==> src/rtl/obstacle_scheduler.sv <==
// obstacle_scheduler: game sequencer for the obstacle shift register.
// Owns run/pause/over state, paces scroll ticks, draws the spawn bit from a
// free-running LFSR and ramps speed/density with progress.
// Optional feature macro: OBSTACLE_SCHED_RAMP_EN (level, period and density ramp).
// Without it, level stays 0, period stays TICK_INIT and density stays 2.
//
// state   | meaning
// IDLE    | powered up, waiting for the first start
// RUN     | game active, scroll ticks generated
// PAUSED  | game frozen, tick counter holds
// OVER    | collision seen, waiting for start
module obstacle_scheduler #(
    parameter logic [15:0] TICK_INIT   = 16'd1000,
    parameter logic [15:0] TICK_STEP   = 16'd64,
    parameter logic [15:0] TICK_MIN    = 16'd200,
    parameter logic [15:0] LEVEL_TICKS = 16'd256,
    parameter logic [15:0] LFSR_SEED   = 16'hACE1
) (
    input  logic        clk,
    input  logic        rst,
    input  logic        start,
    input  logic        pause,
    input  logic        collision,
    output logic        scroll_en,
    output logic        rng_bit,
    output logic [1:0]  state,
    output logic [3:0]  level,
    output logic [15:0] score
);
    typedef enum logic [1:0] {
        ST_IDLE   = 2'd0,
        ST_RUN    = 2'd1,
        ST_PAUSED = 2'd2,
        ST_OVER   = 2'd3
    } state_t;

    // An all-zero Galois LFSR would lock up, so a zero seed is nudged to 1.
    localparam logic [15:0] SEED_EFF  = (LFSR_SEED == 16'd0) ? 16'h0001 : LFSR_SEED;
    localparam logic [15:0] LFSR_MASK = 16'hB400;

    state_t      state_q, state_d;
    logic [15:0] cnt_q, cnt_d;
    logic [15:0] score_q, score_d;
    logic [15:0] lfsr_q, lfsr_d;
    logic        scroll_en_q, scroll_en_d;
    logic        rng_bit_q, rng_bit_d;

    logic [15:0] period;
    logic [3:0]  density;
    logic        advance;
    logic        tick;
    logic        game_clear;
    logic        sample;

`ifdef OBSTACLE_SCHED_RAMP_EN
    // Subtracting TICK_STEP from anything below this would cross the floor.
    localparam logic [16:0] STEP_FLOOR = {1'b0, TICK_STEP} + {1'b0, TICK_MIN};

    logic [15:0] period_q, period_d;
    logic [15:0] level_cnt_q, level_cnt_d;
    logic [3:0]  level_q, level_d;

    assign period  = period_q;
    assign density = 4'd2 + {2'b00, level_q[3:2]};
    assign level   = level_q;

    // Difficulty ramp: every LEVEL_TICKS ticks raise level and shorten the period.
    always_comb begin
        period_d    = period_q;
        level_cnt_d = level_cnt_q;
        level_d     = level_q;
        if (game_clear) begin
            period_d    = TICK_INIT;
            level_cnt_d = 16'd0;
            level_d     = 4'd0;
        end else if (tick) begin
            if (level_cnt_q == LEVEL_TICKS - 16'd1) begin
                level_cnt_d = 16'd0;
                level_d     = (level_q == 4'd15) ? level_q : level_q + 4'd1;
                period_d    = ({1'b0, period_q} < STEP_FLOOR) ? TICK_MIN : period_q - TICK_STEP;
            end else begin
                level_cnt_d = level_cnt_q + 16'd1;
            end
        end
    end

    // Ramp registers.
    always_ff @(posedge clk or posedge rst) begin
        if (rst) begin
            period_q    <= TICK_INIT;
            level_cnt_q <= 16'd0;
            level_q     <= 4'd0;
        end else begin
            period_q    <= period_d;
            level_cnt_q <= level_cnt_d;
            level_q     <= level_d;
        end
    end
`else
    // Ramp parameters have no effect when ramping is compiled out.
    logic unused_ramp_cfg;
    assign unused_ramp_cfg = ^{TICK_STEP, TICK_MIN, LEVEL_TICKS};

    assign period  = TICK_INIT;
    assign density = 4'd2;
    assign level   = 4'd0;
`endif

    // Next-state: FSM, interval counter, score, spawn sample and LFSR.
    always_comb begin
        advance    = (state_q == ST_RUN) && !pause && !collision;
        tick       = advance && (cnt_q == period - 16'd1);
        game_clear = start && ((state_q == ST_IDLE) || (state_q == ST_OVER));
        sample     = {1'b0, lfsr_q[2:0]} < density;
        lfsr_d     = {1'b0, lfsr_q[15:1]} ^ (lfsr_q[0] ? LFSR_MASK : 16'h0000);

        state_d = state_q;
        case (state_q)
            ST_IDLE, ST_OVER: if (start) state_d = ST_RUN;
            ST_RUN: begin
                if (collision)  state_d = ST_OVER;
                else if (pause) state_d = ST_PAUSED;
            end
            ST_PAUSED: if (!pause) state_d = ST_RUN;
            default: state_d = ST_IDLE;
        endcase

        cnt_d       = cnt_q;
        score_d     = score_q;
        scroll_en_d = 1'b0;
        rng_bit_d   = rng_bit_q;
        if (game_clear) begin
            cnt_d   = 16'd0;
            score_d = 16'd0;
        end else if (tick) begin
            cnt_d       = 16'd0;
            scroll_en_d = 1'b1;
            score_d     = (score_q == 16'hFFFF) ? score_q : score_q + 16'd1;
            rng_bit_d   = sample;
        end else if (advance) begin
            cnt_d = cnt_q + 16'd1;
        end
    end

    // State and datapath registers; the LFSR runs in every state.
    always_ff @(posedge clk or posedge rst) begin
        if (rst) begin
            state_q     <= ST_IDLE;
            cnt_q       <= 16'd0;
            score_q     <= 16'd0;
            lfsr_q      <= SEED_EFF;
            scroll_en_q <= 1'b0;
            rng_bit_q   <= 1'b0;
        end else begin
            state_q     <= state_d;
            cnt_q       <= cnt_d;
            score_q     <= score_d;
            lfsr_q      <= lfsr_d;
            scroll_en_q <= scroll_en_d;
            rng_bit_q   <= rng_bit_d;
        end
    end

    assign scroll_en = scroll_en_q;
    assign rng_bit   = rng_bit_q;
    assign state     = state_q;
    assign score     = score_q;
endmodule

==> config.mk <==
export PLATFORM = sky130hd
export DESIGN_NAME = obstacle_scheduler
export DESIGN_NICKNAME = d
export VERILOG_FILES = /design/src/rtl/obstacle_scheduler.sv
export SDC_FILE = /design/constraint.sdc
export NUM_CORES = 1
export LEC_CHECK = 0
export CORE_MARGIN = 8
export CORE_UTILIZATION = 25
export DETAILED_ROUTE_END_ITERATION = 8
export PLACE_DENSITY_LB_ADDON = 0.12
export SKIP_LAST_GASP = 1
export SLEW_MARGIN = 10
export SYNTH_ARGS = -nofsm -noshare
export SYNTH_HDL_FRONTEND = slang
export SYNTH_SLANG_ARGS = --single-unit
==> constraint.sdc <==
create_clock -name clk -period 2.03 [get_ports clk]
set_input_delay 0.3045 -clock clk [delete_from_list [all_inputs] [get_ports clk]]
set_output_delay 0.3045 -clock clk [all_outputs]
set_load 0.02 [all_outputs]
Word level (Yosys, flattened, before mapping). Cells that the tools add are included.

Multiplexer cells: 14. Order comparisons: 1. Equal/unequal tests: 9. $add $sub $neg: 2. Bitwise gates (word level): 2. Reductions and logical operators: 14.

Operator list (count): 2-to-1 mux 16 bit (7); adder 16 x 1 -> 16 bit (second input constant) (2); == test 16 x 10 -> 1 bit (second input constant) (1); == test 16 bit (second input constant) (1); XOR 15 x 16 -> 16 bit (1); 2-to-1 mux 2 bit (4); inequality test 2 bit (second input constant) (3); one-hot mux 2 bit (3 select lines) (1); == test 2 bit (second input constant) (2); logical AND 1 bit (4); AND reduction 2 bit (2); < comparator 3 x 2 -> 1 bit (second input constant) (1); inequality test 3 bit (second input constant) (1); AND reduction 3 bit (1); nonzero test 3 bit (1); == test 2 x 1 -> 1 bit (second input constant) (1); zero test 1 bit (2); zero test 2 bit (1); 2-to-1 mux 1 bit (2); nonzero test 2 bit (1); OR reduction 2 bit (1); logical OR 1 bit (1); inverter 1 bit (1).

Flip-flop bits (word level): 52.

Depth between registers and ports, before layout.
Depth after elaboration: 6. Mapped depth: 8. Depth with buffers taken out: 7.

Worst setup path after synthesis. No wires, ideal clock.

Path type: reg2reg. From: register state_q[1] (netlist: state[1]). To: register score_q[8] (netlist: score[8]). Buffers on the path: 1. Arrival: 2.234 ns. Slack: -0.284 ns. Clock period less this slack: 2.314 ns. Stages on the path, launching flop included: 9. Data required time: 1.950 ns. Path through: dfrtp_1 > inv_1 > ha_1 > or3b_1 > buf_6 > or2_4 > or4_4 > xor2_1 > o21ai_1.

Word-level cells in the longest chain between the ends: 6.

RTL lines: start, declared (line 41) `state_t state_q, state_d;`; start signal, assigned (line 155) `state_q <= state_d;`; == test 2 x 1 -> 1 bit (line 111) `advance = (state_q == ST_RUN) && !pause && !collision;`; logical AND 1 bit (2 in series) (line 111); logical AND 1 bit (line 112) `tick = advance && (cnt_q == period - 16'd1);`; nonzero test 2 bit (no line); AND reduction 2 bit (no line); end signal, assigned (line 157) `score_q <= score_d;`; end, declared (line 43) `logic [15:0] score_q, score_d;`.

Several ways; a longest one is shown, not always the timed one. A chain may end at the register's enable or synchronous reset.

Worst setup path after layout. Ends and elaborated chain as after synthesis.

==> flow_metrics.env <==
export IMPL_synth_edf_count=0
export IMPL_path_clk_slew_ns=0.10
export IMPL_antenna_left=0
export IMPL_vias=1933
export IMPL_netlist_instances=229
export IMPL_min_path_type="in2async"
export IMPL_worst_path_largest_cell_delay_ns=0.42
export IMPL_synth_top_cell_area_share=0.452
export IMPL_slew_violations=0
export IMPL_worst_setup_path_end_kind="flop"
export IMPL_cts_tree="yes"
export IMPL_drc_errors=0
export IMPL_synthToLayoutAreaGrowth_pct=38.6
export IMPL_design_core_area_um2=9590
export IMPL_dp_slack_ns=-0.342
export IMPL_yosys_top_cells_area="dfrtp_1, dfstp_2, xor2_1"
export IMPL_placed_cell_area_um2=3160
export IMPL_setup_viol=1
export IMPL_wl_per_cell_um=14.1
export IMPL_final_hold_violation_count=0
export IMPL_cts_root_buffer="clkbuf_8"
export IMPL_critPathMaxFanout=5
export IMPL_status="complete, but fails checks"
export IMPL_die_area_um2=13200
export IMPL_irDropWorstVdd_mv=0.347
export IMPL_drive_above_1_share=0.331
export IMPL_grt_use_total=0.0953
export IMPL_yosysWarningCount=0
export IMPL_cts_num_sinks=52
export IMPL_slew_headroom=0.663
export IMPL_syn_mean_instance_area_um2=10.6
export IMPL_finClkSkew_ns=0.0103
export IMPL_initial_core_util=0.254
export IMPL_drtIter0Drc=69
export IMPL_path_class="reg2reg"
export IMPL_gr_total_overflow=0
export IMPL_crit_required_ns=2.27
export IMPL_cts_max_level=2
export IMPL_antennaDiodeCount=0
export IMPL_synthFlopType="dfrtp_1"
export IMPL_nNetsFinal=307
export IMPL_start_kind="flop"
export IMPL_ys_seq_elements=52
export IMPL_yosysTopAreaCell="dfrtp_1"
export IMPL_ys_seq_area_frac=0.539
export IMPL_violations="setup timing"
export IMPL_vias_per_cell=4.47
export IMPL_p_leak_nw=1.45
export IMPL_timing_final_ws_setup_ns=-0.00673
export IMPL_synth_common_cells="dfrtp_1, nor2_1, nand2_1, nand3_1, xor2_1"
export IMPL_post_route_period_util=1.00
export IMPL_design_area_um2=3370
export IMPL_power_density_nw_per_um2=815
export IMPL_routed_wl_mm=6.08
export IMPL_dp_hpwl_mm=4.41
export IMPL_critical_path_slowest_cell="or4_4"
export IMPL_path_cells="inv_2 -> ha_4 -> or3b_4 -> or2_4 -> or4_4 -> xor2_1 -> o21ai_1"
export IMPL_async_flop_share=1.00
export IMPL_syn_area_um2=2430
export IMPL_grt_max_degree=25
export IMPL_io_pins=29
export IMPL_drv_cap=0
export IMPL_tightest_slew_ns=0.504
export IMPL_final_min_clock_period_ns=2.04
export IMPL_gp_congestion=0.743
export IMPL_core_rowCount=36
export IMPL_synth_cell_types=48
export IMPL_first_pass_iters=4
export IMPL_antenna_found_initial=0
export IMPL_grt_setup_unrepaired="true"
export IMPL_cts_made_buffers=5
export IMPL_max_freq_mhz=491
export IMPL_die_w_um=115
export IMPL_worstRegToRegCells=7
export IMPL_portBuffers=24
export IMPL_grt_pass1_wl_mm=9.85
export IMPL_die_h_um=115
export IMPL_ctsLongestPathBuffers=2
export IMPL_synth_most_common_cell="dfrtp_1"
export IMPL_clock_latency_ns=0.31
export IMPL_worstPathArrival_ns=2.27
export IMPL_first_global_vias=1999
[state kept, by name (all words and copies together) (netlist names)]
signal and cells:
score 16, scroll_en 1, state 2, lfsr_q 16, rng_bit 1, cnt_q 16
[metal layers]
metal | global-route usage | up-vias | routed length [um]
met3 | 0.0258 | 4 | 271
met4 | 0.0377 | 0 | 74
met5 | 0 | - | 0
met1 | 0.117 | 951 | 2830
met2 | 0.155 | 33 | 2910
li1 | - | 945 | -
[critical path: cells and delay by family (launching register included)]
kind                       cells  cell delay [ns]
buffers and inverters          1             0.06
AOI/OAI and AO/OA              1             0.12
xor gates and xnor gates       1             0.15
adders and majority gates      1             0.11
DFF                            1             0.41
and+or+nand+nor                3             1.12
[layout by cell type, fill, tap and decap left out, drive strengths merged, types with 2 or more instances in the layout]
cell,count
inv,7
a211oi,2
o31ai,9
ha,4
or2,4
conb,4
mux2,2
clkdlybuf4s50,24
buf,46
nor3,4
nor2,24
nand2,16
nand3,17
or3,2
clkinv,2
o21ai,10
dfrtp,44
xor2,15
nor4,5
a31oi,4
and4,4
a21oi,6
xnor2,4
or4,2
and3,3
nand4,7
clkbuf,5
and2,3
dfstp,8
[stage by stage]
step	cells	power, mW	hold WS (ns)	utilization	setup TNS [ns]
after floorplan	232	1.68	0.331	-	-0.294
after global placement	422	2.10	0.338	0.329	-4.86
after detailed placement	422	2.11	0.337	0.329	-5.32
after CTS	431	2.75	0.354	0.342	-0.0501
after global routing	432	2.93	0.366	0.352	-1.07
final	432	2.75	0.340	0.352	-0.00673
[kinds of logic after synthesis]
| group | after synthesis | share of synthesized area |
|---|---|---|
| compound gates | 39 | 0.113 |
| xor+xnor | 19 | 0.0683 |
| fa+ha+maj | 4 | 0.0206 |
| buf+inv | 17 | 0.0355 |
| flops | 52 | 0.539 |
| mux | 2 | 0.00925 |
| other cells | 1 | 0.00154 |
| simple gates | 95 | 0.214 |
[final timing paths]
| path | from | endpoint | slack, ns |
|---|---|---|---|
| worst min register to register | lfsr_q[3]$_DFF_PP0_ | lfsr_q[2]$_DFF_PP0_ | 0.36 |
| max in group asynchronous | rst | cnt_q[5]$_DFFE_PP0P_ | 1.19 |
| worst max register to register | state[1]$_DFFE_PP0P_ | score[8]$_DFFE_PP0P_ | -0.007 |
| worst max-delay path | state[1]$_DFFE_PP0P_ | score[8]$_DFFE_PP0P_ | -0.007 |
| min in group clk | lfsr_q[3]$_DFF_PP0_ | lfsr_q[2]$_DFF_PP0_ | 0.36 |
| worst min-delay path | rst | lfsr_q[4]$_DFF_PP0_ | 0.34 |
[cell type report]
class,count,area [um2]
timing repair buffer,70,602
clock buffer,5,68.8
inverter,6,22.5
fill,991,6220
clock inverter,3,22.5
sequential,52,1310
multi-input combinational,163,1180
tap,133,166
[report_power, final]
group	leakage (nW)	total [mW]	internal, mW	switching, mW
Clock	0.0485	0.614	0.248	0.366
Sequential	0.685	1.16	1.11	0.0529
Combinational	0.719	0.976	0.434	0.541
[repair_timing]
action,4_1_cts,5_1_grt
gates resized for setup,7,18
setup buffers,1,1
gates cloned,0,0
pin swaps,2,9
endpoints found under the setup margin,15,24
hold buffers,0,0
No activity file was read; power rests on OpenSTA's default activity.
